## src/rtl/fpu_pkg.sv

```systemverilog
// Shared FP op codes and issue-controller state encoding; the FBU decoder
// uses the same constants so both sides agree on which codes are legal.
package fpu_pkg;

  localparam logic [4:0] FOP_ADD       = 5'd0;
  localparam logic [4:0] FOP_SUB       = 5'd1;
  localparam logic [4:0] FOP_FCLASS    = 5'd2;
  localparam logic [4:0] FOP_FCVT_S_W  = 5'd3;
  localparam logic [4:0] FOP_FCVT_S_WU = 5'd4;
  localparam logic [4:0] FOP_FCVT_W_S  = 5'd5;
  localparam logic [4:0] FOP_MUL       = 5'd6;
  localparam logic [4:0] FOP_DIV       = 5'd7;
  localparam logic [4:0] FOP_FEQ       = 5'd8;
  localparam logic [4:0] FOP_FLT       = 5'd9;
  localparam logic [4:0] FOP_FLE       = 5'd10;
  localparam logic [4:0] FOP_FMIN      = 5'd11;
  localparam logic [4:0] FOP_FMAX      = 5'd12;
  localparam logic [4:0] FOP_FSGNJ     = 5'd13;
  localparam logic [4:0] FOP_FSGNJN    = 5'd14;
  localparam logic [4:0] FOP_FSGNJX    = 5'd15;
  localparam logic [4:0] FOP_FMADD     = 5'd16;
  localparam logic [4:0] FOP_FMSUB     = 5'd17;
  localparam logic [4:0] FOP_FNMADD    = 5'd18;
  localparam logic [4:0] FOP_FNMSUB    = 5'd19;
  localparam logic [4:0] FOP_FCVT_WU_S = 5'd20;
  localparam logic [4:0] FOP_FSQRT     = 5'd21;
  localparam logic [4:0] FOP_LAST      = FOP_FSQRT;
  localparam logic [4:0] FOP_IDLE      = 5'd31;

  typedef enum logic [1:0] {
    ST_IDLE  = 2'd0,
    ST_BUSY  = 2'd1,
    ST_DRAIN = 2'd2,
    ST_RESP  = 2'd3
  } issue_state_t;

  function automatic logic is_legal_op(input logic [4:0] op);
    return op <= FOP_LAST;
  endfunction

endpackage

```

## src/rtl/fpu_watchdog.sv

```systemverilog
// Clear/enable up-counter that bounds how long the FBU may take; tc marks
// the last permitted cycle (count == TIMEOUT-1) and the count parks there.
module fpu_watchdog #(
  parameter int TIMEOUT = 64
) (
  input  logic clk,
  input  logic rst_n,
  input  logic clr,
  input  logic en,
  output logic tc
);

  localparam int CW = (TIMEOUT > 2) ? $clog2(TIMEOUT) : 1;
  localparam logic [CW-1:0] TC_VAL = CW'(TIMEOUT - 1);

  logic [CW-1:0] count;

  always_ff @(posedge clk) begin
    if (!rst_n)         count <= '0;
    else if (clr)       count <= '0;
    else if (en && !tc) count <= count + CW'(1);
  end

  assign tc = (count == TC_VAL);

endmodule

```

## src/rtl/fpu_issue_ctrl.sv

```systemverilog
// EX-stage controller for the FBU: latches one FP request, holds it stable
// until fbu_done (or watchdog abort), and returns a one-cycle writeback pulse.
module fpu_issue_ctrl
  import fpu_pkg::*;
#(
  parameter int WIDTH   = 32,
  parameter int TIMEOUT = 64
) (
  input  logic             clk,
  input  logic             rst_n,
  input  logic             req_valid,
  input  logic [4:0]       req_op,
  input  logic [WIDTH-1:0] req_rs1,
  input  logic [WIDTH-1:0] req_rs2,
  input  logic [WIDTH-1:0] req_rs3,
  input  logic             flush,
  output logic [4:0]       fbu_op,
  output logic [WIDTH-1:0] fbu_rs1,
  output logic [WIDTH-1:0] fbu_rs2,
  output logic [WIDTH-1:0] fbu_rs3,
  input  logic [WIDTH-1:0] fbu_rd,
  input  logic             fbu_done,
  output logic             stall,
  output logic             wb_valid,
  output logic [WIDTH-1:0] wb_data,
  output logic             wb_err,
  output logic             busy
);

  issue_state_t state_q, state_d;
  logic [4:0]   op_q;
  logic         accept;
  logic         wd_run;
  logic         wd_tc;

  assign accept = (state_q == ST_IDLE) && req_valid && !flush;
  assign wd_run = (state_q == ST_BUSY) || (state_q == ST_DRAIN);

  fpu_watchdog #(.TIMEOUT(TIMEOUT)) u_watchdog (
    .clk   (clk),
    .rst_n (rst_n),
    .clr   (!wd_run),
    .en    (wd_run),
    .tc    (wd_tc)
  );

  // NOTE: sequential state uses non-blocking assignments so every register
  // samples pre-edge values, independent of process ordering.
  always_ff @(posedge clk) begin
    if (!rst_n) state_q <= ST_IDLE;
    else        state_q <= state_d;
  end

  // Done outranks both the watchdog and flush; flush+done discards the result.
  always_comb begin
    // NOTE: default first so no path through the case can infer a latch.
    state_d = state_q;
    unique case (state_q)
      ST_IDLE:  if (accept) state_d = is_legal_op(req_op) ? ST_BUSY : ST_RESP;
      ST_BUSY: begin
        if (fbu_done)   state_d = flush ? ST_IDLE : ST_RESP;
        else if (flush) state_d = ST_DRAIN;
        else if (wd_tc) state_d = ST_RESP;
      end
      ST_DRAIN: if (fbu_done || wd_tc) state_d = ST_IDLE;
      ST_RESP:  state_d = ST_IDLE;
      default:  state_d = ST_IDLE;
    endcase
  end

  // The op is only exposed while a sub-unit is working, so FOP_IDLE always
  // separates two transactions.
  always_comb begin
    fbu_op   = FOP_IDLE;
    stall    = 1'b0;
    wb_valid = 1'b0;
    unique case (state_q)
      ST_IDLE:  stall = req_valid && !flush;
      ST_BUSY: begin
        fbu_op = op_q;
        stall  = !flush;
      end
      ST_DRAIN: fbu_op = op_q;
      ST_RESP:  wb_valid = 1'b1;
      default:  ;
    endcase
  end

  assign busy = (state_q != ST_IDLE);

  // The writeback registers load only on RESP entry, so they hold between results.
  always_ff @(posedge clk) begin
    if (!rst_n) begin
      op_q    <= FOP_IDLE;
      fbu_rs1 <= '0;
      fbu_rs2 <= '0;
      fbu_rs3 <= '0;
      wb_data <= '0;
      wb_err  <= 1'b0;
    end else begin
      if (accept) begin
        op_q    <= req_op;
        fbu_rs1 <= req_rs1;
        fbu_rs2 <= req_rs2;
        fbu_rs3 <= req_rs3;
      end
      if (state_d == ST_RESP) begin
        if ((state_q == ST_BUSY) && fbu_done) begin
          wb_data <= fbu_rd;
          wb_err  <= 1'b0;
        end else begin
          wb_data <= '0;
          wb_err  <= 1'b1;
        end
      end
    end
  end

endmodule

```

## config.mk

```make
export PLATFORM = sky130hd
export DESIGN_NAME = fpu_issue_ctrl
export DESIGN_NICKNAME = d
export VERILOG_FILES = /design/src/rtl/fpu_pkg.sv /design/src/rtl/fpu_watchdog.sv /design/src/rtl/fpu_issue_ctrl.sv
export SDC_FILE = /design/constraint.sdc
export NUM_CORES = 1
export LEC_CHECK = 0
export CAP_MARGIN = 20
export CORE_MARGIN = 10
export CORE_UTILIZATION = 41
export DETAILED_ROUTE_END_ITERATION = 7
export GPL_TIMING_DRIVEN = 0
export PLACE_DENSITY = 0.81
export SYNTH_ARGS = -nofsm -noshare
export SYNTH_HDL_FRONTEND = slang
export SYNTH_SLANG_ARGS = --single-unit
```

## constraint.sdc

```tcl
create_clock -name clk -period 2.3 [get_ports clk]
set_input_delay 0.46 -clock clk [delete_from_list [all_inputs] [get_ports clk]]
set_output_delay 0.46 -clock clk [all_outputs]
set_load 0.005 [all_outputs]
```

After elaboration in Yosys (flattened, before gate mapping)
Index checks and enable logic that the tools add are counted.
W data, S select, Z words.
{"block": "totals", "ff_bits": 142, "out_inout_bits": 137, "word_cells": 41}
{"block": "classes", "n_addsub": 1, "order_cmp": 1, "n_eq_ne": 5, "n_mux": 13, "reduce_logical": 13}
{"cell": "$mux W32", "count": 1}
{"cell": "$mux W2", "count": 7}
{"cell": "$pmux W2 S4", "count": 1}
{"cell": "$add A6 B1 Y6 const B", "count": 1}
{"cell": "$eq A2 B2 Y1 const B", "count": 3}
{"cell": "$eq A6 B6 Y1 const B", "count": 1}
{"cell": "$le A5 B5 Y1 const B", "count": 1}
{"cell": "$logic_and A1 B1 Y1", "count": 5}
{"cell": "$mux W5", "count": 1}
{"cell": "$eq A2 B1 Y1 const B", "count": 1}
{"cell": "$logic_not A1 Y1", "count": 2}
{"cell": "$logic_not A2 Y1", "count": 1}
{"cell": "$logic_or A1 B1 Y1", "count": 2}
{"cell": "$mux W1", "count": 2}
{"cell": "$pmux W1 S2", "count": 1}
{"cell": "$reduce_and A2 Y1", "count": 1}
{"cell": "$reduce_bool A2 Y1", "count": 1}
{"cell": "$reduce_or A2 Y1", "count": 1}

Longest topological paths before layout
Gate-level depths: netlist of run 1.
{"block": "depth", "word_depth": 6, "depth_mapped": 9, "ltp_nobuf": 7}

Modules after synthesis
From an unflattened synthesis of run 1, not the netlist that was laid out.
{"block": "hier_totals", "cells_unflattened": 647, "hier_area_um2": 5298.8}
{"mod": "fpu_issue_ctrl", "instances": 1, "cells_each": 614, "area_per_inst_um2": 4997.3, "seq_area_each_um2": 2722.6}
{"mod": "fpu_watchdog", "instances": 1, "cells_each": 33, "area_per_inst_um2": 301.5, "seq_area_each_um2": 120.1}

Least setup slack after synthesis of run 1
OpenSTA, ideal clock, no wires.
{"block": "synth_path", "path_kind": "register to output", "start": "register state_q[0]", "end": "output port stall", "arrival_ps": 1455, "slack_ps": 385, "path_stages_with_launch": 7, "path_buffers": 2, "cell_sequence": "dfxtp_1 -> inv_1 -> ha_1 -> nand3b_1 -> clkbuf_1 -> clkbuf_1 -> nand2_1"}
{"block": "synth_via", "elab_chain_len": 2}
{"item": "from (decl)", "line_no": "fpu_issue_ctrl.sv:30", "source": "issue_state_t state_q, state_d;"}
{"item": "from (signal assigned)", "line_no": "fpu_issue_ctrl.sv:51", "source": "else state_q <= state_d;"}
{"item": "$eq A2 B1 Y1 or $logic_not A2 Y1 (tied branches)", "line_no": "fpu_issue_ctrl.sv:77", "source": "unique case (state_q)"}
{"item": "$pmux W1 S2 *", "line_no": "fpu_issue_ctrl.sv:77"}
{"item": "to (decl)", "line_no": "fpu_issue_ctrl.sv:23", "source": "output logic stall,"}
Every way passes the cells marked *; elsewhere a longest branch is shown, timed or not.

Worst setup path after layout of run 1
{"block": "layout_path", "start": "register state_q[0]", "end": "output port fbu_op[2]"}
{"block": "layout_via", "elab_chain_len": 3}
{"item": "$eq A2 B2 Y1 or $eq A2 B1 Y1 (tied branches)", "line_no": "fpu_issue_ctrl.sv:77"}
{"item": "$reduce_or A2 Y1 (no line) *"}
{"item": "$mux W5 *", "line_no": "fpu_issue_ctrl.sv:77"}
{"item": "to (decl)", "line_no": "fpu_issue_ctrl.sv:17", "source": "output logic [4:0] fbu_op,"}
Marks and branches as above.

==> impl_metrics.py, run 1 <==
metrics = {
    "status": {
        "run_status": "completed",
    },
    "yosys": {
        "syn_avg_cell_area_um2": 8.54,
        "netlist_area_mm2": 0.00561,
        "synth_flop_cell": "sky130_fd_sc_hd__dfxtp_1",
        "postSynthNetCount": 801,
        "syn_inst": 657,
        "yosysWarnings": 0,
        "share_of_synthesized_area_occupied_by_flip_flops_and_latches_pct": 50.7,
        "yosys_register_bits": 142,
        "synthTopCellsByArea": "sky130_fd_sc_hd__dfxtp_1, sky130_fd_sc_hd__nand2_1, sky130_fd_sc_hd__a21boi_1, sky130_fd_sc_hd__mux2i_1, sky130_fd_sc_hd__a21boi_0",
        "synth_cell_type_count": 38,
        "synth-edff-count": 0,
        "ys_async_sr_fraction_pct": 0,
        "post-synth-top-area-cell": "sky130_fd_sc_hd__dfxtp_1",
        "netlist.area_leader.share_pct": 50.7,
    },
    "detailed_routing": {
        "avgViaCountPerCell": 4.72,
        "remaining_drc_errors": 0,
        "detail_route.iter0.violations": 211,
        "drtPass1Iterations": 5,
        "wl_per_cell_um": 16.6,
        "num_vias": 5390,
        "final_antenna_net_count": 0,
        "detail_route.wirelength_um": 19000,
    },
    "finish": {
        "drive_gt1_share_pct": 6.11,
        "layout-area-overhead-vs-synth_pct": 64.7,
        "num_antenna_cells": 0,
        "postLayoutCellArea_mm2": 0.00924,
        "nets": 1096,
        "postLayoutCoreUtil_pct": 69.5,
    },
    "clock_network": {
        "insertion_delay_ns": 0.42,
        "tritoncts": "built",
        "clk_pin_slew_worst_paths_ns": 0.06,
        "h-tree-depth": 4,
        "clock_path_buffers": 2,
        "tritoncts.num_buffers": 17,
        "post_cts_hold_buffer_count": 0,
        "cts.sinks": 142,
        "cts-root-buf": "sky130_fd_sc_hd__clkbuf_16",
    },
    "global_routing": {
        "grt_first_pass_wirelength_um": 28400,
        "grt_max_degree": 17,
        "antenna_found_initial": 0,
        "grt_overflow": 0,
        "number_of_global_route_vias_before_repair": 5219,
        "groute.usage.overall_pct": 19.5,
    },
    "floorplan": {
        "fp.dieW_um": 137,
        "core_footprint_mm2": 0.0133,
        "pin_count": 275,
        "rows": 42,
        "die-area_mm2": 0.0188,
        "die_y_um": 137,
        "start_util_pct": 42.2,
    },
    "sta": {
        "drv_slew": 0,
        "clock.fmax_mhz": 459,
        "setup_viol": 0,
        "post-route-period-util_pct": 94.7,
        "hold-worst-slack_ns": 0.450,
        "layout_min_cycle_time_ns": 2.18,
        "max-slew-margin-rel_pct": 52.0,
        "tightestPinTransition_ns": 0.720,
        "final-hold-violation-count": 0,
        "fin_worst_skew_ns": 0.00557,
        "rsz0062_at_grt": "no",
    },
    "critical_path": {
        "critical_path.cell_chain": "inv_4 -> ha_4 -> nand2b_1 -> clkdlybuf4s50_1",
        "setup.worst_path.start_class": "flop",
        "crit_start": "state_q[0]",
        "critical_path.max_fanout": 7,
        "worst_path_max_delay_cell": "sky130_fd_sc_hd__clkdlybuf4s50_1",
        "path_class": "flop to primary output",
        "setup.worst_path.end_class": "primary output",
        "timing.reg2reg.worst_path_depth": 7,
        "worstPathRequired_ns": 1.84,
        "data_arrival_time_at_the_worst_slack_endpoint_ns": 1.72,
        "critical_path.max_stage_delay_ns": 0.53,
        "timing.rr.start": "u_watchdog.count[0]",
    },
    "hold_path": {
        "worst_hold_path_type": "flop to flop",
        "hold_path.startpoint": "fbu_rs1[11]",
        "hold_path_depth": 2,
    },
    "power": {
        "power-per-cell-area_mw_per_mm2": 888,
        "power_leakage_nw": 3.51,
        "peakVddDrop_mv": 0.673,
        "report.power.total_mw": 8.20,
    },
    "placed_design": {
        "routabilityCongestion": 0.831,
        "io_buffer_count": 274,
        "dpl_cell_area_mm2": 0.00857,
        "hpwl_um": 14500,
    },
    "job": {
        "max-cap-violations": 0,
    },
}
critical path, delay by kind of cell, from the launching register on:
| kind | cells | cell delay, ns |
|---|---|---|
| adder cells (fa/ha/maj) | 1 | 0.27 |
| AND/OR/NAND/NOR | 1 | 0.07 |
| flip-flops | 1 | 0.37 |
| buffers and inverters | 2 | 0.58 |
state kept, by name (all words and copies together), names as in the netlist:
name and count:
op_q 5, u_watchdog.count 6, wb_err 1, fbu_rs1 32
fbu_rs2 32, wb_data 32, fbu_rs3 32, state_q 2
per-layer routing:
metal  wire length, µm  share of wire [%]  vias to the layer above  track usage, %
li1                  -                  -                     2721               -
met1              7340                 39                     2479            21.2
met2              9450                 50                      176            33.0
met3              1990                 10                       14            9.75
met4               206                1.1                        0            5.04
met5                 0                  0                        -               0
report_power, final:
group	internal [mW]	switching, mW
clock	1.77	1.03
combinational	1.31	1.22
sequential	2.74	0.149
synthesized netlist by cell type, drive strengths merged, types with 2 or more instances:
cell type,count
nand4,3
buf,10
o21ai,2
a21boi,97
clkbuf,36
mux2i,33
nand2,279
nand2b,7
or2,2
nor3,3
ha,6
a21oi,7
xnor2,2
dfxtp,142
inv,4
nor2,5
nand3,6
cell families after synthesis:
logic type	share of synthesized area, %
xor+xnor	0.312
compound gates	15.6
buf+inv	4.11
simple gates	22.1
flops	50.7
mux	5.89
fa+ha+maj	1.34
final timing paths:
path            endpoint  slack (ns)
max            fbu_op[2]        0.12
min          fbu_rs1[11]        0.45
max reg2reg   wb_data[8]        0.19
min reg2reg  fbu_rs1[11]        0.45
through the flow:
step	setup TNS (ns)	setup WS [ns]	std cells
after floorplan	0	0.385	657
after global placement	-21.39	-0.976	1107
after detailed placement	-24.03	-0.986	1107
after CTS	0	0.0368	1141
after global routing	0	0.00256	1141
final	0	0.122	1141
what timing repair did:
item	4_1_cts	5_1_grt
setup buffers	2	0
gates resized for setup	19	5
endpoints found under the setup margin	14	2
pin swaps	1	0
cells in the final DEF, fill, tap and decap left out, drive strengths merged, types with 4 or more instances in the layout:
cell and instances:
clkbuf 59, a21boi 97, dlygate4sd2 4, buf 13
nand3 6, clkinv 5, mux2i 33, dfxtp 142
nor2 5, clkdlybuf4s50 269, ha 6, nand2b 7
inv 5, nand2 279, a21oi 7
area by class of cell:
cell class	instances	area, µm²
fillers	1066	4060
plain buffers	46	235
clock buffers	23	508
well taps	176	220
flip-flops and latches	142	2850
repair buffers	276	2750
multi-input cells	465	2550
inverters	4	22.5
clock inverters	9	105
Note: power is estimated with default switching activity, not from simulation.
==> inputs of run 2 (changes only) <==
--- a/config.mk
+++ b/config.mk
@@ -9,8 +9,7 @@
 export CORE_MARGIN = 10
 export CORE_UTILIZATION = 41
 export DETAILED_ROUTE_END_ITERATION = 7
-export GPL_TIMING_DRIVEN = 0
-export PLACE_DENSITY = 0.81
+export PLACE_DENSITY = 0.88
 export SYNTH_ARGS = -nofsm -noshare
 export SYNTH_HDL_FRONTEND = slang
 export SYNTH_SLANG_ARGS = --single-unit
==> run 2 against run 1 <==
Compared with the run above: via count fell by 1.9%; global-route usage fell by 0.93 points; worst setup slack got worse by 0.048 ns; critical path type unchanged; power fell by 0.59%; sequential share of layout area rose by 0.26 points; largest cell class unchanged; highest routed layer unchanged.
==> impl_metrics.py, run 2 (same netlist as run 1, synthesis figures left out) <==
metrics = {
    "floorplan": {
        "start_util_pct": 42.2,
        "core_footprint_mm2": 0.0133,
        "fp.dieW_um": 137,
        "rows": 42,
        "die-area_mm2": 0.0188,
        "pin_count": 275,
        "die_y_um": 137,
    },
    "detailed_routing": {
        "wl_per_cell_um": 16.6,
        "num_vias": 5287,
        "detail_route.wirelength_um": 18300,
        "remaining_drc_errors": 0,
        "final_antenna_net_count": 0,
        "detail_route.iter0.violations": 186,
        "avgViaCountPerCell": 4.78,
        "drtPass1Iterations": 6,
    },
    "sta": {
        "drv_slew": 0,
        "setup_viol": 0,
        "post-route-period-util_pct": 96.8,
        "fin_worst_skew_ns": 0.00721,
        "layout_min_cycle_time_ns": 2.23,
        "max-slew-margin-rel_pct": 55.6,
        "hold-worst-slack_ns": 0.450,
        "tightestPinTransition_ns": 0.666,
        "final-hold-violation-count": 0,
        "rsz0062_at_grt": "yes",
        "clock.fmax_mhz": 449,
    },
    "critical_path": {
        "worstPathRequired_ns": 1.84,
        "critical_path.cell_chain": "inv_4 -> ha_4 -> nand3b_1 -> nand2_1 -> clkdlybuf4s50_1",
        "crit_cells": 5,
        "critical_path.max_fanout": 6,
        "data_arrival_time_at_the_worst_slack_endpoint_ns": 1.77,
        "path_class": "flop to primary output",
        "rr_endpoint": "wb_data[22]",
        "critical_path.max_stage_delay_ns": 0.51,
        "reg2reg_setup_slack_ns": 0.23,
        "crit_start": "state_q[1]",
        "setup.worst_path.end_class": "primary output",
        "timing.reg2reg.worst_path_depth": 7,
        "setup.worst_path.start_class": "flop",
        "timing.rr.start": "state_q[1]",
        "cp-endpoint": "stall",
        "crit_buf_inv": 2,
        "worst_path_max_delay_cell": "sky130_fd_sc_hd__clkdlybuf4s50_1",
        "crit_family": "buffers and inverters",
    },
    "clock_network": {
        "post_cts_hold_buffer_count": 0,
        "tritoncts": "built",
        "cts.sinks": 142,
        "insertion_delay_ns": 0.41,
        "cts-root-buf": "sky130_fd_sc_hd__clkbuf_16",
        "clock_path_buffers": 2,
        "h-tree-depth": 4,
        "clk_pin_slew_worst_paths_ns": 0.06,
        "tritoncts.num_buffers": 17,
    },
    "global_routing": {
        "number_of_global_route_vias_before_repair": 5159,
        "grt_overflow": 0,
        "groute.usage.overall_pct": 18.6,
        "grt_max_degree": 103,
        "grt_first_pass_wirelength_um": 27500,
        "antenna_found_initial": 0,
    },
    "job": {
        "max-cap-violations": 0,
    },
    "placed_design": {
        "routabilityCongestion": 0.816,
        "dpl_cell_area_mm2": 0.00850,
        "hpwl_um": 13500,
        "io_buffer_count": 274,
    },
    "finish": {
        "num_antenna_cells": 0,
        "drive_gt1_share_pct": 6.78,
        "layout-area-overhead-vs-synth_pct": 63.2,
        "fill_cells": 1042,
        "area.sequential_mm2": 0.00285,
        "layout_commonest_cell": "sky130_fd_sc_hd__nand2_1",
        "postLayoutCellArea_mm2": 0.00915,
        "multi_input_area_mm2": 0.00256,
        "nets": 1060,
        "top_library_cells_by_usage_in_the_layout_fill_and_taps_aside": "sky130_fd_sc_hd__nand2_1, sky130_fd_sc_hd__clkdlybuf4s50_1, sky130_fd_sc_hd__dfxtp_1",
    },
    "hold_path": {
        "worst_hold_path_type": "flop to flop",
    },
    "power": {
        "power-per-cell-area_mw_per_mm2": 891,
        "peakVddDrop_mv": 0.537,
        "power_leakage_nw": 3.47,
    },
    "status": {
        "run_status": "completed",
    },
}
-- run 2: cell count changes in the layout (fill, tap and decap cells not counted), moves of 2 or more --
cell / change
sky130_fd_sc_hd__clkinv_2: -2
sky130_fd_sc_hd__dlymetal6s2s_1: +3
sky130_fd_sc_hd__buf_2: -2
sky130_fd_sc_hd__buf_8: -3
sky130_fd_sc_hd__buf_4: +7
sky130_fd_sc_hd__buf_12: +4
sky130_fd_sc_hd__clkbuf_1: -33
sky130_fd_sc_hd__buf_1: -5
sky130_fd_sc_hd__clkbuf_8: -6
sky130_fd_sc_hd__dlygate4sd2_1: -3
sky130_fd_sc_hd__clkinvlp_4: +2
-- run 2: power by group --
group | leakage [nW] | total, mW | internal (mW) | switching [mW]
clock network | 0.293 | 2.82 | 1.77 | 1.05
registers | 1.16 | 2.89 | 2.73 | 0.156
logic | 2.02 | 2.44 | 1.27 | 1.18
total | 3.47 | 8.15 | 5.77 | 2.38
-- run 2: worst min-delay path by stage --
stage,start,endpoint,slack [ns],depth (start not counted)
finish,fbu_rs1[31],fbu_rs1[31],0.45,2
global route,rst_n,state_q[0],0.45,2
detailed placement,fbu_rs1[20],fbu_rs1[20],0.44,2
CTS,rst_n,state_q[0],0.43,2
floorplan,op_q[0],op_q[0],0.43,2
global placement,fbu_rs1[7],fbu_rs1[7],0.44,2
-- run 2: layer usage --
layer | up-vias | global-route usage (%) | share of wire, %
li1 | 2644 | - | -
met1 | 2450 | 19.1 | 37
met2 | 177 | 32.8 | 51
met3 | 16 | 8.80 | 10
met4 | 0 | 5.56 | 1.1
met5 | - | 0 | 0
-- run 2: worst min-delay path, stage by stage (launching register included) --
cell,delay [ns]
sky130_fd_sc_hd__dfxtp_1,0.30
sky130_fd_sc_hd__nand2_1,0.05
sky130_fd_sc_hd__a21boi_1,0.05
-- run 2: stage by stage --
| stage | util (%) | total power, mW | TNS [ns] | cells | worst slack (ns) |
|---|---|---|---|---|---|
| 2_1_floorplan | - | 4.27 | 0 | 657 | 0.385 |
| 3_3_place_gp | 63.9 | 5.28 | -0.0101 | 1073 | -0.0101 |
| 3_5_place_dp | 63.9 | 5.32 | -1.91 | 1073 | -0.109 |
| 4_1_cts | 68.7 | 8.21 | 0 | 1105 | 0.00439 |
| 5_1_grt | 68.8 | 8.55 | -0.0220 | 1105 | -0.0220 |
| 6_report | 68.8 | 8.15 | 0 | 1105 | 0.0740 |
-- run 2: cell type report --
type | instances | area share (%)
multi-input combinational | 465 | 28.0
inverter | 4 | 0.219
sequential | 142 | 31.1
timing repair buffer | 286 | 31.5
clock buffer | 20 | 4.99
tap | 176 | 2.41
clock inverter | 12 | 1.72
-- run 2: repair_timing --
action,4_1_cts,5_1_grt
hold endpoints to repair,0,0
setup buffers,0,0
gates cloned,0,0
gates resized for setup,7,7
setup endpoints to repair,6,2
==> inputs of run 3 (changes only) <==
--- a/config.mk
+++ b/config.mk
@@ -7,9 +7,11 @@
 export LEC_CHECK = 0
 export CAP_MARGIN = 20
 export CORE_MARGIN = 10
-export CORE_UTILIZATION = 41
+export CORE_UTILIZATION = 45
 export DETAILED_ROUTE_END_ITERATION = 7
-export PLACE_DENSITY = 0.88
+export DONT_BUFFER_PORTS = 1
+export PLACE_DENSITY = 0.67
+export SLEW_MARGIN = 0
 export SYNTH_ARGS = -nofsm -noshare
 export SYNTH_HDL_FRONTEND = slang
 export SYNTH_SLANG_ARGS = --single-unit
==> constraint.sdc (replaced) <==
create_clock -name clk -period 2.3 [get_ports clk]
set_input_delay 0.345 -clock clk [delete_from_list [all_inputs] [get_ports clk]]
set_output_delay 0.345 -clock clk [all_outputs]
set_load 0.005 [all_outputs]
==> run 3 against run 2 <==
Compared with the run above: cell count fell by 26%; power shrank 12%; flip-flop and latch count unchanged; hold slack lost 0.39 ns; worst setup slack improved by 0.061 ns; sequential power is 2% higher; critical path depth did not move; sequential share of layout area grew 14 points; register-to-register slack better by 0.02 ns; clock power is 5% lower; largest cell class is now sequential cells.
==> impl_metrics.py, run 3 (same netlist as run 1, synthesis figures left out) <==
metrics = {
    "critical_path": {
        "timing.rr.start": "state_q[0]",
        "worst_path_max_delay_cell": "sky130_fd_sc_hd__dfxtp_1",
        "rr_endpoint": "wb_data[26]",
        "timing.reg2reg.worst_path_depth": 8,
        "setup.worst_path.end_class": "primary output",
        "critical_path.cell_chain": "inv_1 -> ha_1 -> nand3b_1 -> clkbuf_16 -> nand2_1",
        "reg2reg_setup_slack_ns": 0.25,
        "critical_path.max_stage_delay_ns": 0.40,
        "critical_path.max_fanout": 26,
        "path_class": "flop to primary output",
        "crit_start": "state_q[0]",
        "worstPathRequired_ns": 1.96,
        "setup.worst_path.start_class": "flop",
        "data_arrival_time_at_the_worst_slack_endpoint_ns": 1.82,
        "cp-endpoint": "stall",
    },
    "floorplan": {
        "die-area_mm2": 0.0173,
        "pin_count": 275,
        "fp.dieW_um": 132,
        "core_footprint_mm2": 0.0121,
        "start_util_pct": 46.3,
        "rows": 40,
        "die_y_um": 132,
    },
    "sta": {
        "fin_worst_skew_ns": 0.00648,
        "clock.fmax_mhz": 462,
        "tightestPinTransition_ns": 0.432,
        "rsz0062_at_grt": "yes",
        "post-route-period-util_pct": 94.1,
        "setup_viol": 0,
        "drv_slew": 0,
        "max-slew-margin-rel_pct": 71.2,
        "final_sum_of_negative_setup_slack_ns": 0,
        "final-hold-violation-count": 0,
        "layout_min_cycle_time_ns": 2.16,
    },
    "hold_path": {
        "worst_hold_path_type": "input pin to flop",
    },
    "power": {
        "power_leakage_nw": 2.43,
        "power-per-cell-area_mw_per_mm2": 1140,
        "peakVddDrop_mv": 0.609,
    },
    "detailed_routing": {
        "final_antenna_net_count": 0,
        "detail_route.wirelength_um": 16000,
        "remaining_drc_errors": 0,
        "num_vias": 4303,
        "avgViaCountPerCell": 5.23,
        "detail_route.iter0.violations": 213,
        "wl_per_cell_um": 19.5,
        "drtPass1Iterations": 5,
    },
    "global_routing": {
        "grt_overflow": 0,
        "groute.usage.overall_pct": 17.1,
        "number_of_global_route_vias_before_repair": 4347,
        "grt_max_degree": 140,
        "grt_first_pass_wirelength_um": 24200,
        "antenna_found_initial": 0,
    },
    "clock_network": {
        "insertion_delay_ns": 0.41,
        "clock_path_buffers": 2,
        "h-tree-depth": 4,
        "post_cts_hold_buffer_count": 0,
        "cts.sinks": 142,
        "cts-root-buf": "sky130_fd_sc_hd__clkbuf_16",
        "tritoncts": "built",
        "clk_pin_slew_worst_paths_ns": 0.06,
        "tritoncts.num_buffers": 17,
    },
    "finish": {
        "top_library_cells_by_usage_in_the_layout_fill_and_taps_aside": "sky130_fd_sc_hd__nand2_1, sky130_fd_sc_hd__dfxtp_1, sky130_fd_sc_hd__a21boi_1",
        "num_antenna_cells": 0,
        "postLayoutCellArea_mm2": 0.00632,
        "multi_input_area_mm2": 0.00254,
        "layout_commonest_cell": "sky130_fd_sc_hd__nand2_1",
        "fill_cells": 1155,
        "area.sequential_mm2": 0.00284,
        "nets": 785,
        "layout-area-overhead-vs-synth_pct": 12.6,
        "drive_gt1_share_pct": 8.26,
    },
    "placed_design": {
        "dpl_cell_area_mm2": 0.00570,
        "routabilityCongestion": 0.788,
        "hpwl_um": 11100,
        "io_buffer_count": 0,
    },
    "status": {
        "run_status": "completed",
    },
    "job": {
        "max-cap-violations": 0,
    },
}
-- run 3: layer usage --
layer / wire, µm / part of all wire [%] / global-route usage [%] / vias up
met2: 7840 / 49 / 28.7 / 188
li1: - / - / - / 2089
met5: 0 / 0 / 0 / -
met4: 225 / 1.4 / 5.81 / 0
met1: 6060 / 38 / 17.3 / 2008
met3: 1890 / 12 / 10.3 / 18
-- run 3: per-stage QoR --
step	util [%]	power (mW)	setup WS (ns)	hold WS (ns)	cells
floorplan	-	4.27	0.393	0.432	657
global placement	47.1	4.47	0.0864	0.439	787
detailed placement	47.1	4.55	-0.00970	0.444	787
CTS	51.9	7.24	0.0135	0.0117	820
global route	52.1	7.59	-0.00814	0.0319	822
finish	52.1	7.21	0.135	0.0600	822
-- run 3: where the power goes --
| group | switching, mW | total, mW | internal [mW] |
|---|---|---|---|
| Clock | 1.02 | 2.67 | 1.65 |
| Combinational | 0.966 | 1.59 | 0.626 |
| Sequential | 0.219 | 2.95 | 2.73 |
| Total | 2.21 | 7.21 | 5.00 |
-- run 3: worst min path at each step --
stage | from | end | cells after the start
floorplan | op_q[0] | op_q[0] | 2
global placement | op_q[0] | op_q[0] | 2
detailed placement | rst_n | op_q[4] | 1
CTS | rst_n | op_q[4] | 1
global route | rst_n | op_q[3] | 1
finish | rst_n | op_q[4] | 1
-- run 3: critical path, delay by kind of cell (launching register included) --
kind / cells / cell delay (ns)
adders and majority gates: 1 / 0.25
buffers and inverters: 2 / 0.41
DFF: 1 / 0.40
and+or+nand+nor: 2 / 0.35
-- run 3: final cells by class --
type	count	share of cell area (%)
flip-flops and latches	142	45.0
multi-input cells	465	40.2
clock buffers	22	7.35
well taps	168	3.33
repair buffers	11	2.10
clock inverters	10	1.78
inverters	4	0.238
-- run 3: what timing repair did --
item                                    4_1_cts  5_1_grt
endpoints found under the setup margin        4        1
cloned                                        0        2
pin swaps                                     1        0
gates resized for setup                       0        2
setup buffers                                 1        0
